File: src/rtl/audio_filter_seq_if.sv
// audio_filter_seq_if: strobe, channel data, filter handshake, RAM write and PCM result signals
interface audio_filter_seq_if #(parameter int NCH = 2);
  logic              stb_pcm;
  logic [NCH*24-1:0] ch_data;
  logic              flt_stb_start;
  logic              flt_busy;
  logic [9:0]        flt_addr_start;
  logic [23:0]       flt_din;
  logic [15:0]       flt_out;
  logic              flt_wr_en;
  logic [9:0]        flt_wr_addr;
  logic [23:0]       flt_wr_data;
  logic              ram_wr_en;
  logic [9:0]        ram_wr_addr;
  logic [23:0]       ram_wr_data;
  logic [NCH*16-1:0] pcm_out;
  logic              pcm_valid;
  logic              overrun;
  logic              busy;
  modport master(
    input  stb_pcm, ch_data, flt_busy, flt_out, flt_wr_en, flt_wr_addr, flt_wr_data,
    output flt_stb_start, flt_addr_start, flt_din, ram_wr_en, ram_wr_addr, ram_wr_data,
           pcm_out, pcm_valid, overrun, busy
  );
  modport slave(
    output stb_pcm, ch_data, flt_busy, flt_out, flt_wr_en, flt_wr_addr, flt_wr_data,
    input  flt_stb_start, flt_addr_start, flt_din, ram_wr_en, ram_wr_addr, ram_wr_data,
           pcm_out, pcm_valid, overrun, busy
  );
endinterface

File: src/rtl/audio_filter_seq.sv
// audio_filter_seq: time-multiplexes one audio_filter across NCH channels and clears its state RAM after reset
module audio_filter_seq #(
  parameter int NCH  = 2,
  parameter int SLOT = 8
) (
  input logic clk,
  input logic rst,
  audio_filter_seq_if.master bus
);
  typedef enum logic [2:0] {DRAIN, CLEAR, IDLE, START, WAIT_UP, WAIT_DN, NEXT} state_t;
  localparam logic [9:0] LAST    = 10'(NCH*SLOT-1);
  localparam logic [1:0] CH_LAST = 2'(NCH-1);
  state_t            state, state_n;
  logic [1:0]        ch;
  logic [9:0]        clr_cnt;
  logic [NCH*24-1:0] snap;
  logic [NCH*16-1:0] pcm_q;
  logic              valid_q, ovr_q, init;
  // state register
  always_ff @(posedge clk) state <= rst ? DRAIN : state_n;
  // next-state logic
  always_comb begin
    state_n = state;
    case (state)
      DRAIN:   state_n = bus.flt_busy ? DRAIN : CLEAR;
      CLEAR:   state_n = clr_cnt == LAST ? IDLE : CLEAR;
      IDLE:    state_n = bus.stb_pcm ? START : IDLE;
      START:   state_n = WAIT_UP;
      WAIT_UP: state_n = bus.flt_busy ? WAIT_DN : WAIT_UP;
      WAIT_DN: state_n = bus.flt_busy ? WAIT_DN : NEXT;
      NEXT:    state_n = ch == CH_LAST ? IDLE : START;
      default: state_n = DRAIN;
    endcase
  end
  // clear counter, snapshot, channel index and result registers
  always_ff @(posedge clk) begin
    if (rst) begin
      ch      <= '0;
      clr_cnt <= '0;
      pcm_q   <= '0;
      valid_q <= 1'b0;
      ovr_q   <= 1'b0;
    end else begin
      clr_cnt <= state == CLEAR ? clr_cnt + 10'd1 : clr_cnt;
      valid_q <= state == NEXT && ch == CH_LAST;
      ovr_q   <= ovr_q | (bus.stb_pcm && !(state inside {IDLE, DRAIN, CLEAR}));
      if (state == IDLE && bus.stb_pcm) begin
        snap <= bus.ch_data;
        ch   <= '0;
      end
      if (state == WAIT_DN && !bus.flt_busy) pcm_q[16*ch +: 16] <= bus.flt_out;
      if (state == NEXT && ch != CH_LAST) ch <= ch + 2'd1;
    end
  end
  assign init               = state == DRAIN || state == CLEAR;
  assign bus.flt_stb_start  = state == START;
  assign bus.flt_addr_start = 10'(ch) * 10'(SLOT);
  assign bus.flt_din        = snap[24*ch +: 24];
  assign bus.ram_wr_en      = init ? state == CLEAR : bus.flt_wr_en;
  assign bus.ram_wr_addr    = init ? clr_cnt : bus.flt_wr_addr;
  assign bus.ram_wr_data    = init ? 24'd0 : bus.flt_wr_data;
  assign bus.pcm_out        = pcm_q;
  assign bus.pcm_valid      = valid_q;
  assign bus.overrun        = ovr_q;
  assign bus.busy           = state != IDLE;
endmodule
File: src/flat_wrapper.sv
// flat-port wrapper written by rule: the top's interface ports become plain ports
module audio_filter_seq_flat 
#(
  parameter int NCH  = 2,
  parameter int SLOT = 8
)
  (clk, rst, bus_stb_pcm, bus_ch_data, bus_flt_busy, bus_flt_out, bus_flt_wr_en, bus_flt_wr_addr, bus_flt_wr_data, bus_flt_stb_start, bus_flt_addr_start, bus_flt_din, bus_ram_wr_en, bus_ram_wr_addr, bus_ram_wr_data, bus_pcm_out, bus_pcm_valid, bus_overrun, bus_busy);
  audio_filter_seq_if #(.NCH(NCH)) bus_i ();
  input logic clk;
  input logic rst;
  input wire logic [$bits(bus_i.stb_pcm)-1:0] bus_stb_pcm;
  input wire logic [$bits(bus_i.ch_data)-1:0] bus_ch_data;
  input wire logic [$bits(bus_i.flt_busy)-1:0] bus_flt_busy;
  input wire logic [$bits(bus_i.flt_out)-1:0] bus_flt_out;
  input wire logic [$bits(bus_i.flt_wr_en)-1:0] bus_flt_wr_en;
  input wire logic [$bits(bus_i.flt_wr_addr)-1:0] bus_flt_wr_addr;
  input wire logic [$bits(bus_i.flt_wr_data)-1:0] bus_flt_wr_data;
  output wire logic [$bits(bus_i.flt_stb_start)-1:0] bus_flt_stb_start;
  output wire logic [$bits(bus_i.flt_addr_start)-1:0] bus_flt_addr_start;
  output wire logic [$bits(bus_i.flt_din)-1:0] bus_flt_din;
  output wire logic [$bits(bus_i.ram_wr_en)-1:0] bus_ram_wr_en;
  output wire logic [$bits(bus_i.ram_wr_addr)-1:0] bus_ram_wr_addr;
  output wire logic [$bits(bus_i.ram_wr_data)-1:0] bus_ram_wr_data;
  output wire logic [$bits(bus_i.pcm_out)-1:0] bus_pcm_out;
  output wire logic [$bits(bus_i.pcm_valid)-1:0] bus_pcm_valid;
  output wire logic [$bits(bus_i.overrun)-1:0] bus_overrun;
  output wire logic [$bits(bus_i.busy)-1:0] bus_busy;
  assign bus_i.stb_pcm = bus_stb_pcm;
  assign bus_i.ch_data = bus_ch_data;
  assign bus_i.flt_busy = bus_flt_busy;
  assign bus_i.flt_out = bus_flt_out;
  assign bus_i.flt_wr_en = bus_flt_wr_en;
  assign bus_i.flt_wr_addr = bus_flt_wr_addr;
  assign bus_i.flt_wr_data = bus_flt_wr_data;
  assign bus_flt_stb_start = bus_i.flt_stb_start;
  assign bus_flt_addr_start = bus_i.flt_addr_start;
  assign bus_flt_din = bus_i.flt_din;
  assign bus_ram_wr_en = bus_i.ram_wr_en;
  assign bus_ram_wr_addr = bus_i.ram_wr_addr;
  assign bus_ram_wr_data = bus_i.ram_wr_data;
  assign bus_pcm_out = bus_i.pcm_out;
  assign bus_pcm_valid = bus_i.pcm_valid;
  assign bus_overrun = bus_i.overrun;
  assign bus_busy = bus_i.busy;
  audio_filter_seq #(.NCH(NCH), .SLOT(SLOT)) u_core (.clk(clk), .rst(rst), .bus(bus_i));
endmodule
File: config.mk
export PLATFORM = sky130hd
export DESIGN_NAME = audio_filter_seq_flat
export DESIGN_NICKNAME = d
export VERILOG_FILES = /design/src/rtl/audio_filter_seq_if.sv /design/src/rtl/audio_filter_seq.sv /design/src/flat_wrapper.sv
export SDC_FILE = /design/constraint.sdc
export NUM_CORES = 1
export LEC_CHECK = 0
export BUFFER_PORTS_ARGS = -buffer_cell sky130_fd_sc_hd__buf_2
export CORE_UTILIZATION = 30
export DETAILED_ROUTE_END_ITERATION = 8
export PLACE_DENSITY = 0.54
export SLEW_MARGIN = 20
export SYNTH_ARGS = -nofsm -noshare
export SYNTH_HDL_FRONTEND = slang
export SYNTH_SLANG_ARGS = --single-unit
export TNS_END_PERCENT = 20
File: constraint.sdc
create_clock -name clk -period 6.1 [get_ports clk]
set_clock_uncertainty 0.05 [all_clocks]
set_input_delay 0.305 -clock clk [delete_from_list [all_inputs] [get_ports clk]]
set_output_delay 0.305 -clock clk [all_outputs]
set_load 0.02 [all_outputs]
# After elaboration in Yosys (flattened, before gate mapping)
# Cells that the tools add are included.
[op_classes]
add_sub_neg = 3
multipliers = 1
eq_ne = 10
n_shift = 3
mux = 13
bitwise_logic = 2
n_reduce_logical = 12
[ops]
columns = ["cell", "n"]
rows = [
  ["48-bit by 8-bit variable part select with 24-bit output", 1],
  ["6-bit negator with 34-bit output", 1],
  ["16-bit by 34-bit variable shift with 32-bit output (first input constant)", 1],
  ["16-bit by 34-bit variable part select with 32-bit output", 1],
  ["32-bit bitwise mux", 1],
  ["24-bit 2-to-1 mux", 1],
  ["3-bit case mux with 7 select lines", 1],
  ["10-bit by 1-bit adder with 10-bit output (second input constant)", 1],
  ["10-bit by 4-bit == test with 1-bit output (second input constant)", 1],
  ["10-bit 2-to-1 mux", 1],
  ["3-bit == test (second input constant)", 3],
  ["2-bit 2-to-1 mux", 4],
  ["3-bit by 2-bit == test with 1-bit output (second input constant)", 2],
  ["1-bit logical AND", 5],
  ["1-bit 2-to-1 mux", 5],
  ["2-bit by 2-bit multiplier with 4-bit output (first input constant)", 1],
  ["3-bit by 1-bit == test with 1-bit output (second input constant)", 1],
  ["3-bit zero test", 1],
  ["3-bit by 2-bit inequality test with 1-bit output (second input constant)", 1],
  ["3-bit nonzero test", 1],
  ["2-bit by 1-bit adder with 2-bit output (second input constant)", 1],
  ["2-bit by 1-bit == test with 1-bit output (second input constant)", 1],
  ["1-bit zero test", 2],
  ["2-bit by 1-bit inequality test with 1-bit output (second input constant)", 1],
  ["5 further kinds", 5],
]
[totals]
reg_bits = 97
input_bits = 103
elab_cells = 51

# Logic depth before layout (Yosys ltp)
# Gate-level depths: netlist of the first run.
[depth]
ltp_word = 5
ltp_mapped = 9
depth_no_buf = 6

# Worst setup path after synthesis of the first run
# No wires, ideal clock.
[synth_timing]
path_kind = "flip-flop to flip-flop"
start = "register u_core.state[1]"
end = "register u_core.snap[0], enable pin"
t_arrival_ns = 4.476
t_required_ns = 5.527
setup_slack_ns = 1.051
stages_incl_launch_ff = 5
path_buffers = 1
period_less_slack_ns = 5.049
path_cell_list = "dfxtp_1 buf_2 nor2b_1 nand2b_1 nor3b_1"
[synth_via]
elab_chain_cells = 3
[synth_lines]
columns = ["item", "line", "text"]
rows = [
  ["start: declaration", "audio_filter_seq.sv:13", "state_t state, state_n;"],
  ["start signal: assignment", "audio_filter_seq.sv:20", "always_ff @(posedge clk) state <= rst ? DRAIN : state_n;"],
  ["3-bit by 2-bit == test with 1-bit output", "audio_filter_seq.sv:47", "if (state == IDLE && bus.stb_pcm) begin"],
  ["1-bit logical AND", "audio_filter_seq.sv:47", ""],
  ["2-bit AND reduction (no line)", "n/a", ""],
  ["end signal: assignment", "audio_filter_seq.sv:48", "snap <= bus.ch_data;"],
  ["end: declaration", "audio_filter_seq.sv:16", "logic [NCH*24-1:0] snap;"],
]
# No other way between the ends.
# A chain may end at the register's enable or synchronous reset.

# Final worst setup path of the first run
[layout_timing]
start = "register u_core.ch[0]"
end = "register u_core.pcm_q[31] (netlist: u_core.bus.pcm_out[31])"
[layout_via]
elab_chain_cells = 3
word_cells_on_any_way = 4
cone_classes = "add/sub (1); shift (2); mux (1)"
[layout_lines]
columns = ["item", "line", "text"]
rows = [
  ["start: declaration", "audio_filter_seq.sv:14", "logic [1:0] ch;"],
  ["start signal: assignment", "audio_filter_seq.sv:52", "if (state == NEXT && ch != CH_LAST) ch <= ch + 2'd1;"],
  ["6-bit negator with 34-bit output (*)", "audio_filter_seq.sv:51", "if (state == WAIT_DN && !bus.flt_busy) pcm_q[16*ch +: 16] <= bus.flt_out;"],
  ["16-bit by 34-bit variable part select with 32-bit output or 16-bit by 34-bit variable shift with 32-bit output (tied branches)", "audio_filter_seq.sv:51", ""],
  ["32-bit bitwise mux (*)", "audio_filter_seq.sv:51", ""],
  ["end signal: indexed assignment", "audio_filter_seq.sv:51", ""],
  ["end: declaration", "audio_filter_seq.sv:17", "logic [NCH*16-1:0] pcm_q;"],
]
# Every way passes the cells marked *; elsewhere a longest branch is shown, timed or not.

==> flow_metrics.env, run 1 <==
export IMPL_max_stage_delay_ns=0.91
export IMPL_path_depth=5
export IMPL_grt_start_max_net_pins=50
export IMPL_met1_usage_pct=17.0
export IMPL_grt_busiest_layer="met2"
export IMPL_dp_cells=750
export IMPL_fin_tns_setup_ns=0
export IMPL_dp_hpwl_mm=7.38
export IMPL_port_buffers=199
export IMPL_io_pins=208
export IMPL_p_total_uw=1310
export IMPL_vias=3501
export IMPL_syn_avg_cell_area_sq_um=10.5
export IMPL_cp_data_arrival_time_ns=3.06
export IMPL_cts_buffers_inserted=9
export IMPL_grt_antenna_before_repair=0
export IMPL_holdCritStartpoint="bus_ch_data[28]"
export IMPL_critPathBufInv=1
export IMPL_fillCellCount=1325
export IMPL_ff_latch_area_sq_um=2420
export IMPL_drt_first_pass_iters=4
export IMPL_hold_viol=0
export IMPL_clkSlewWorstSetupHoldPaths_ns=0.07
export IMPL_cts_tree="yes"
export IMPL_min_period_ns=2.85
export IMPL_async_reset_ff_share_pct=0
export IMPL_ys_ff_latch=97
export IMPL_coreArea_sq_um=13500
export IMPL_timing_final_ws_setup_ns=3.25
export IMPL_finalCritPeriodShare_pct=46.7
export IMPL_setup_viol=0
export IMPL_syn_inst=401
export IMPL_reg2reg_setup_slack_ns=3.25
export IMPL_crit_family="simple AND/OR/NAND/NOR gates"
export IMPL_layoutNonFillerInstCount=766
export IMPL_start_kind="flop"
export IMPL_post_synth_num_cell_types=38
export IMPL_htree_levels=3
export IMPL_ant_nets=0
export IMPL_wl_mm=10.3
export IMPL_netlist_area_sq_um=4200
export IMPL_yosysWarnings=0
export IMPL_ir_worst_vdd_v=0.000129
export IMPL_syn_to_final_growth_pct=33.2
export IMPL_post_place_ws_ns=3.10
export IMPL_powerDensity_nw_per_um2=234
export IMPL_fmax_ghz=0.351
export IMPL_cts_sinks=97
export IMPL_worstPathRequired_ns=6.31
export IMPL_die_h_um=120
export IMPL_hold_depth=1
export IMPL_reg2reg_to="u_core.bus.pcm_out[31]$_SDFFE_PP0P_"
export IMPL_max_cap_violations=0
export IMPL_die_area_sq_um=14500
export IMPL_grt_pass1_vias=3312
export IMPL_post_cts_resized=0
export IMPL_r2r_cells=5
export IMPL_ys_flop_type="dfxtp_1"
export IMPL_clockBufferDepth=2
export IMPL_vias_per_cell=4.57
export IMPL_cp_max_fo=31
export IMPL_nNetsFinal=692
export IMPL_grt_pass1_wl_mm=15.9
export IMPL_antenna_cells=0
export IMPL_root_buffer="clkbuf_16"
export IMPL_insertion_delay_ns=0.34
export IMPL_hp_class="in2reg"
export IMPL_hold_ws_ns=0.0826
export IMPL_max_slew_margin_rel_pct=34.2
export IMPL_critical_path_slowest_cell="dfxtp_2"
export IMPL_synth_edff_count=48
export IMPL_r2r_start="u_core.ch[0]$_SDFFE_PP0P_"
export IMPL_yosysSeqAreaShare_pct=57.6
export IMPL_p_leak_uw=0.00236
export IMPL_place_gp_congestion=0.738
export IMPL_grtUsageMet3_pct=4.39
export IMPL_drive_gt1_share_pct=39.8
export IMPL_worst_pin_slew_ns=0.983
export IMPL_drtIter0Drc=178
export IMPL_endpoint_kind="flop"
export IMPL_post_cts_setup_buffer_count=0
export IMPL_critical_path_cell_chain="inv_1 -> ha_1 -> nor3b_2 -> nand3_1 -> a21oi_1"
export IMPL_status="finished, final reports clean"
export IMPL_grt_usage_pct=14.4
export IMPL_wire_per_inst_um=13.4
export IMPL_rsz0062_at_grt="false"
export IMPL_multi_input_area_sq_um=1630
export IMPL_core_rowCount=42
export IMPL_min_to="u_core.snap[28]$_DFFE_PP_"
export IMPL_ctsHoldBuffers=0
export IMPL_slew_violations=0
export IMPL_grt_ovfl_total=0
export IMPL_drcViolationCount=0
export IMPL_met2_usage_pct=23.7
export IMPL_dieWidth_um=120
export IMPL_start_util_pct=31.3
export IMPL_path_class="reg2reg"
[layout make-up]
cell class	count	share of cell area, %
Inverter	4	0.268
Multi-Input combinational cell	272	29.1
Clock buffer	11	4.16
Sequential cell	97	43.3
Timing Repair Buffer	201	18.1
Clock inverter	5	1.16
Tap cell	176	3.93
[synth_stat cells (2+ instances only)]
library cell   n  share of area (%)
nand2b_1       4               0.60
edfxtp_1      48                 34
nor3_1         5               0.60
mux2i_1       24                5.7
nor2_1        41                3.7
clkbuf_2       2               0.24
dfxtp_1       49                 23
xor2_1         4               0.83
nor3b_1        2               0.36
and2_1         3               0.45
nand4_1        2               0.30
o21ai_0        5               0.60
buf_2          9                1.1
clkbuf_1      13                1.2
ha_1           4                1.2
xnor2_1        5                1.0
mux2_2        10                2.7
nand3_1       35                4.2
inv_1          4               0.36
a21oi_1       37                4.4
nor3b_2        2               0.60
buf_1          2               0.18
a22oi_1        2               0.36
nand2_1       44                3.9
buf_4          8                1.4
nor2b_1       25                3.7
[cell usage in the layout, fill, tap and decap left out, types with 9 or more instances in the layout]
master,synthesis,layout
nor2b_1,25,25
mux2i_1,24,24
mux2_2,10,10
nand3_1,35,35
buf_2,9,199
nand2_1,44,44
dfxtp_1,49,47
edfxtp_1,48,48
a21oi_1,37,37
nor2_1,41,40
clkbuf_16,0,9
[registers in the layout, indices dropped and copies added, names as in the netlist]
signal / cells
u_core.bus.overrun: 1
u_core.ch: 2
u_core.bus.pcm_out: 32
u_core.clr_cnt: 10
u_core.state: 3
u_core.bus.pcm_valid: 1
u_core.snap: 48
[logic make-up (layout without fill, tap and decap cells)]
family / after synthesis / in the layout / synth area share [%]
flops: 97 / 97 / 57.6
fa+ha+maj: 4 / 4 / 1.19
buf+inv: 39 / 221 / 4.70
compound gates: 48 / 48 / 6.16
simple gates: 169 / 169 / 20.0
xor+xnor: 9 / 9 / 1.87
mux: 34 / 34 / 8.39
other cells: 1 / 8 / 0.0892
[where the power goes]
| part | total (uW) | switching [uW] | internal, uW |
|---|---|---|---|
| Clock | 563 | 241 | 322 |
| Combinational | 60.5 | 29.0 | 31.5 |
| Sequential | 687 | 3.02 | 684 |
[stage by stage]
step / util [%] / instance area (sq um)
floorplan: - / 4230
global placement: 39.3 / 5290
detailed placement: 39.3 / 5290
CTS: 41.6 / 5590
global route: 41.6 / 5600
finish: 41.6 / 5600
[per-layer routing]
layer	routed length, um	vias up
li1	-	1738
met1	4420	1576
met2	4720	173
met3	917	14
met4	196	0
met5	0	-
[how the worst max path moves through the flow]
stage                                from                                  end  slack [ns]
3_5_place_dp    u_core.ch[1]$_SDFFE_PP0P_  u_core.bus.pcm_out[12]$_SDFFE_PP0P_        3.10
3_3_place_gp    u_core.ch[1]$_SDFFE_PP0P_   u_core.bus.pcm_out[1]$_SDFFE_PP0P_        3.22
2_1_floorplan  u_core.state[1]$_SDFF_PP0_             u_core.snap[0]$_DFFE_PP_        1.05
6_report        u_core.ch[0]$_SDFFE_PP0P_  u_core.bus.pcm_out[31]$_SDFFE_PP0P_        3.25
5_1_grt         u_core.ch[0]$_SDFFE_PP0P_  u_core.bus.pcm_out[16]$_SDFFE_PP0P_        3.01
4_1_cts         u_core.ch[1]$_SDFFE_PP0P_  u_core.bus.pcm_out[12]$_SDFFE_PP0P_        3.06
(Power assumes the default switching activity.)
==> inputs of run 2 (changes only) <==
--- a/config.mk
+++ b/config.mk
@@ -5,10 +5,11 @@
 export SDC_FILE = /design/constraint.sdc
 export NUM_CORES = 1
 export LEC_CHECK = 0
+export ABC_AREA = 1
 export BUFFER_PORTS_ARGS = -buffer_cell sky130_fd_sc_hd__buf_2
 export CORE_UTILIZATION = 30
 export DETAILED_ROUTE_END_ITERATION = 8
-export PLACE_DENSITY = 0.54
+export PLACE_DENSITY = 0.56
 export SLEW_MARGIN = 20
 export SYNTH_ARGS = -nofsm -noshare
 export SYNTH_HDL_FRONTEND = slang
==> constraint.sdc (replaced) <==
create_clock -name clk -period 2.28 [get_ports clk]
set_clock_uncertainty 0.05 [all_clocks]
set_input_delay 0.114 -clock clk [delete_from_list [all_inputs] [get_ports clk]]
set_output_delay 0.114 -clock clk [all_outputs]
set_load 0.02 [all_outputs]
==> run 2 against run 1 <==
  * Worst setup slack got worse by 2.9 ns
  * Flip-flop and latch count stayed put
  * Via count rose by 21%
  * Non-clock buffer count up 71
  * Routed wire length up 17%
  * Total power increased to 2.8 times the previous value
  * Die area grew 1.5%
  * Critical endpoint is now bus_ram_wr_addr[5]
  * Largest power group unchanged
  * Highest routed layer unchanged
==> flow_metrics.env, run 2 <==
export IMPL_final_cell_mix="buf_2, nor2_1, dlygate4sd3_1"
export IMPL_ys_ff_latch=97
export IMPL_status="finished, final reports clean"
export IMPL_syn_inst=491
export IMPL_rsz0062_at_grt="false"
export IMPL_post_place_ws_ns=0.332
export IMPL_grt_pass1_vias=3995
export IMPL_place_gp_congestion=0.768
export IMPL_ant_nets=0
export IMPL_p_leak_uw=0.00301
export IMPL_stdcell_area_sq_um=6380
export IMPL_dp_hpwl_mm=8.19
export IMPL_drcViolationCount=0
export IMPL_worst_pin_slew_ns=0.620
export IMPL_wl_met2_mm=5.82
export IMPL_ir_worst_vdd_v=0.000506
export IMPL_clkSlewWorstSetupHoldPaths_ns=0.07
export IMPL_insertion_delay_ns=0.35
export IMPL_synth_edff_count=48
export IMPL_syn_to_final_growth_pct=49.6
export IMPL_path_class="reg2out"
export IMPL_setup_viol=0
export IMPL_yosysWarnings=0
export IMPL_yosysMostFrequentCell="nor2_1"
export IMPL_dieWidth_um=121
export IMPL_dr_max_layer_used="met4"
export IMPL_post_cts_setup_buffer_count=0
export IMPL_min_period_ns=1.96
export IMPL_start_util_pct=30.7
export IMPL_wire_per_inst_um=12.9
export IMPL_powerDensity_nw_per_um2=582
export IMPL_yosysTopAreaCellShare_pct=33.8
export IMPL_htree_levels=3
export IMPL_grt_antenna_before_repair=0
export IMPL_core_rowCount=43
export IMPL_cts_sinks=97
export IMPL_die_area_sq_um=14700
export IMPL_antenna_cells=0
export IMPL_drtIter0Drc=277
export IMPL_ys_flop_type="dfxtp_1"
export IMPL_vias=4230
export IMPL_drive_gt1_share_pct=31.8
export IMPL_hp_class="in2reg"
export IMPL_syn_avg_cell_area_sq_um=8.69
export IMPL_max_slew_margin_rel_pct=58.6
export IMPL_clockBufferDepth=2
export IMPL_timing_final_ws_setup_ns=0.319
export IMPL_wl_met1_mm=5.18
export IMPL_synth_area_leaders="edfxtp_1, dfxtp_1, nor2_1, o21ai_0, a21oi_1"
export IMPL_grt_start_max_net_pins=49
export IMPL_start_kind="flop"
export IMPL_coreArea_sq_um=13900
export IMPL_fin_tns_setup_ns=0
export IMPL_holdCritStartpoint="bus_flt_out[15]"
export IMPL_place_area_sq_um=5420
export IMPL_max_stage_delay_ns=0.37
export IMPL_layoutNonFillerInstCount=934
export IMPL_netlist_area_sq_um=4270
export IMPL_finalCritPeriodShare_pct=86.0
export IMPL_crit_start="u_core.state[2]$_SDFF_PP0_"
export IMPL_grt_ovfl_total=0
export IMPL_largest_reg_flops=48
export IMPL_top_register="u_core.snap"
export IMPL_cts_tree="yes"
export IMPL_met3_length_um=855
export IMPL_wl_mm=12.0
export IMPL_critical_path_slowest_cell="dfxtp_1"
export IMPL_io_pins=208
export IMPL_endpoint_kind="output pin"
export IMPL_grt_pass1_wl_mm=18.6
export IMPL_dp_cells=854
export IMPL_netlist_top_cells_count="nor2_1, nand2_1, o21ai_0, dfxtp_1, edfxtp_1"
export IMPL_yosysSeqAreaShare_pct=56.8
export IMPL_nNetsFinal=856
export IMPL_hold_viol=0
export IMPL_cp_max_fo=19
export IMPL_async_reset_ff_share_pct=0
export IMPL_slew_violations=0
export IMPL_grt_usage_pct=16.3
export IMPL_r2r_start="u_core.ch[1]$_SDFFE_PP0P_"
export IMPL_fmax_ghz=0.510
export IMPL_cts_buffers_inserted=9
export IMPL_worstPathRequired_ns=2.12
export IMPL_vias_per_cell=4.53
export IMPL_post_synth_num_cell_types=28
export IMPL_critical_path_cell_chain="nor2_2 -> buf_4 -> clkinvlp_4 -> o21ai_0 -> buf_2"
export IMPL_root_buffer="clkbuf_16"
export IMPL_max_cap_violations=0
export IMPL_drt_first_pass_iters=4
export IMPL_final_common_cell="buf_2"
export IMPL_port_buffers=199
export IMPL_cp_data_arrival_time_ns=1.80
export IMPL_die_h_um=121
export IMPL_yosys_area_top_type="edfxtp_1"
==> run 2: kinds of logic after synthesis <==
logic type                 count (synthesis)  share of synthesized area, %
and+or+nand+nor                          205                          21.2
AOI/OAI and AO/OA                         99                          11.8
DFF                                       97                          56.8
buffers and inverters                     85                          9.03
adders and majority gates                  4                          1.17
other                                      1                        0.0879
==> run 2: per-stage QoR <==
stage / utilization [%] / total power [uW] / hold WS, ns
2_1_floorplan: - / 1950 / 0.163
3_3_place_gp: 39.0 / 2040 / 0.240
3_5_place_dp: 39.0 / 2040 / 0.242
4_1_cts: 46.0 / 3760 / 0.00557
5_1_grt: 46.0 / 3840 / 0.0228
6_report: 46.0 / 3710 / 0.0159
==> run 2: power by group <==
part	internal [uW]	switching, uW
logic	150	106
registers	1830	5.84
clock network	951	670
total	2930	782
==> run 2: repair_timing <==
action,in CTS,in global routing
setup endpoints to repair,0,8
resized for setup,0,1
hold buffers,64,0
hold endpoints to repair,71,0
==> run 2: path summary, 6_finish.rpt <==
| path | endpoint | slack [ns] | depth (start not counted) |
|---|---|---|---|
| worst max-delay path | bus_ram_wr_addr[5] | 0.32 | 5 |
| worst min-delay path | u_core.bus.pcm_out[31]$_SDFFE_PP0P_ | 0.02 | 3 |
| worst max register to register | u_core.bus.pcm_out[15]$_SDFFE_PP0P_ | 0.32 | 7 |
| worst min register to register | u_core.bus.pcm_out[7]$_SDFFE_PP0P_ | 0.42 | 2 |
==> run 2: routing by layer <==
metal  vias up  global-route usage, %
li1       2127                      -
met1      1915                   18.6
met2       173                   29.2
met3        15                   4.28
met4         0                   5.86
met5         -                      0
==> run 2: critical path, delay by kind of cell, from the launching register on <==
kind / cells / cell delay [ns]
compound gates: 1 / 0.24
buf+inv: 3 / 0.68
flops: 1 / 0.37
simple gates: 1 / 0.14
==> run 2: area by class of cell <==
cell class | count | area, sq um
Sequential cell | 97 | 2420
Clock buffer | 11 | 264
Timing Repair Buffer | 272 | 1720
Multi-Input combinational cell | 316 | 1490
Clock inverter | 5 | 60.1
Inverter | 53 | 203
Fill cell | 1327 | 7500
Tap cell | 180 | 225
==> inputs of run 3 (changes only) <==
--- a/config.mk
+++ b/config.mk
@@ -9,7 +9,7 @@
 export BUFFER_PORTS_ARGS = -buffer_cell sky130_fd_sc_hd__buf_2
 export CORE_UTILIZATION = 30
 export DETAILED_ROUTE_END_ITERATION = 8
-export PLACE_DENSITY = 0.56
+export PLACE_DENSITY = 0.54
 export SLEW_MARGIN = 20
 export SYNTH_ARGS = -nofsm -noshare
 export SYNTH_HDL_FRONTEND = slang
==> constraint.sdc (replaced) <==
create_clock -name clk -period 2.2 [get_ports clk]
set_clock_uncertainty 0.05 [all_clocks]
set_input_delay 0.11 -clock clk [delete_from_list [all_inputs] [get_ports clk]]
set_output_delay 0.11 -clock clk [all_outputs]
set_load 0.02 [all_outputs]
==> run 3 against run 2 <==
  * Die area did not move
  * Routed wire length rose by 2.1%
  * Flip-flop and latch count did not move
  * Cell count fell by 0.21%
  * Sequential share of layout area rose by 0.13 points
  * Global-route usage rose by 0.51 points
  * Largest cell class unchanged
  * Critical path depth fell by 1
  * Sequential power rose by 3%
  * First-iteration DRC count fell by 6.1%
==> flow_metrics.env, run 3 (synthesis results as in run 2) <==
export IMPL_wl_mm=12.3
export IMPL_fmax_ghz=0.512
export IMPL_htree_levels=3
export IMPL_cts_buffers_inserted=9
export IMPL_die_area_sq_um=14700
export IMPL_post_cts_setup_buffer_count=0
export IMPL_finalCritPeriodShare_pct=88.8
export IMPL_place_gp_congestion=0.796
export IMPL_clkSlewWorstSetupHoldPaths_ns=0.07
export IMPL_dp_hpwl_mm=8.26
export IMPL_hold_depth=3
export IMPL_max_stage_delay_ns=0.38
export IMPL_port_buffers=199
export IMPL_root_buffer="clkbuf_16"
export IMPL_grt_pass1_vias=4036
export IMPL_drt_first_pass_iters=4
export IMPL_start_kind="flop"
export IMPL_path_class="reg2out"
export IMPL_grt_pass1_wl_mm=19.0
export IMPL_cp_max_fo=19
export IMPL_worstPathRequired_ns=2.04
export IMPL_hold_viol=0
export IMPL_max_cap_violations=0
export IMPL_rsz0062_at_grt="false"
export IMPL_drcViolationCount=0
export IMPL_p_total_uw=3820
export IMPL_final_cell_mix="buf_2, nor2_1, dlygate4sd3_1"
export IMPL_powerDensity_nw_per_um2=601
export IMPL_clockBufferDepth=2
export IMPL_final_common_cell="buf_2"
export IMPL_min_period_ns=1.95
export IMPL_vias_per_cell=4.51
export IMPL_grt_start_max_net_pins=49
export IMPL_cts_sinks=97
export IMPL_nNetsFinal=854
export IMPL_endpoint_kind="output pin"
export IMPL_ant_nets=0
export IMPL_critical_path_slowest_cell="dfxtp_1"
export IMPL_die_h_um=121
export IMPL_grt_usage_pct=16.8
export IMPL_drive_gt1_share_pct=31.6
export IMPL_cp_data_arrival_time_ns=1.79
export IMPL_core_rowCount=43
export IMPL_io_pins=208
export IMPL_fin_tns_setup_ns=0
export IMPL_vias=4204
export IMPL_insertion_delay_ns=0.34
export IMPL_r2r_cells=6
export IMPL_slew_violations=0
export IMPL_start_util_pct=30.7
export IMPL_coreArea_sq_um=13900
export IMPL_wire_per_inst_um=13.2
export IMPL_ir_worst_vdd_v=0.000574
export IMPL_grt_ovfl_total=0
export IMPL_setup_viol=0
export IMPL_antenna_cells=0
export IMPL_top_register="u_core.snap"
export IMPL_p_leak_uw=0.00301
export IMPL_largest_reg_flops=48
export IMPL_drtIter0Drc=260
export IMPL_syn_to_final_growth_pct=49.1
export IMPL_hp_class="in2reg"
export IMPL_dieWidth_um=121
export IMPL_max_slew_margin_rel_pct=57.4
export IMPL_grt_antenna_before_repair=0
export IMPL_status="finished, final reports clean"
export IMPL_cts_tree="yes"
export IMPL_worst_pin_slew_ns=0.639
export IMPL_critical_path_cell_chain="nor2_2 -> clkinvlp_4 -> o21ai_0 -> buf_2"
[run 3: changes by cell type in the layout (fill, tap and decap cells not counted), sizes merged]
| cell | before | now |
|---|---|---|
| clkinv | 2 | 3 |
| clkbuf | 11 | 12 |
| buf | 208 | 206 |
| clkinvlp | 2 | 1 |
| inv | 53 | 52 |
[run 3: layer usage]
layer	GRT usage [%]	up-vias	part of all wire, %
met1	19.7	1909	43
met2	30.1	163	49
li1	-	2120	-
met4	5.09	0	1.3
met3	4.14	12	6.7
met5	0	-	0
[run 3: through the flow]
step / hold slack, ns / util, % / cell area (sq um) / setup slack [ns] / instances
after floorplan: 0.159 / - / 4300 / 0.182 / 498
after global placement: 0.237 / 38.9 / 5400 / 0.394 / 852
after detailed placement: 0.238 / 38.9 / 5400 / 0.367 / 852
after CTS: 0.00512 / 45.8 / 6360 / 0.109 / 932
after global routing: 0.0142 / 45.8 / 6360 / 0.0831 / 932
final: 0.0175 / 45.8 / 6360 / 0.246 / 932
[run 3: cell type report]
type / count / area, sq um
Tap cell: 180 / 225
Fill cell: 1331 / 7520
Clock buffer: 12 / 269
Inverter: 53 / 203
Clock inverter: 4 / 48.8
Sequential cell: 97 / 2420
Timing Repair Buffer: 270 / 1700
Multi-Input combinational cell: 316 / 1490
[run 3: what timing repair did]
item / in CTS / in global routing
endpoints found under the hold margin: 65 / 0
hold buffers: 64 / 0
endpoints found under the setup margin: 0 / 5
resized for setup: 0 / 1
[run 3: final timing paths]
path | startpoint | end | slack (ns)
max | u_core.state[2]$_SDFF_PP0_ | bus_ram_wr_addr[7] | 0.25
min | bus_flt_out[15] | u_core.bus.pcm_out[31]$_SDFFE_PP0P_ | 0.02
max reg2reg | u_core.ch[1]$_SDFFE_PP0P_ | u_core.bus.pcm_out[15]$_SDFFE_PP0P_ | 0.34
min reg2reg | u_core.bus.pcm_out[14]$_SDFFE_PP0P_ | u_core.bus.pcm_out[14]$_SDFFE_PP0P_ | 0.41
[run 3: where the power goes]
group	switching, uW	internal, uW	leakage [uW]
registers	5.63	1900	0.000826
clock network	669	985	0.000161
logic	111	155	0.00202
[run 3: worst max-delay path, delay by kind of cell (launching register included)]
family                 cells  cell delay (ns)
buffers and inverters      2             0.53
DFF                        1             0.38
and+or+nand+nor            1             0.29
AOI/OAI and AO/OA          1             0.25
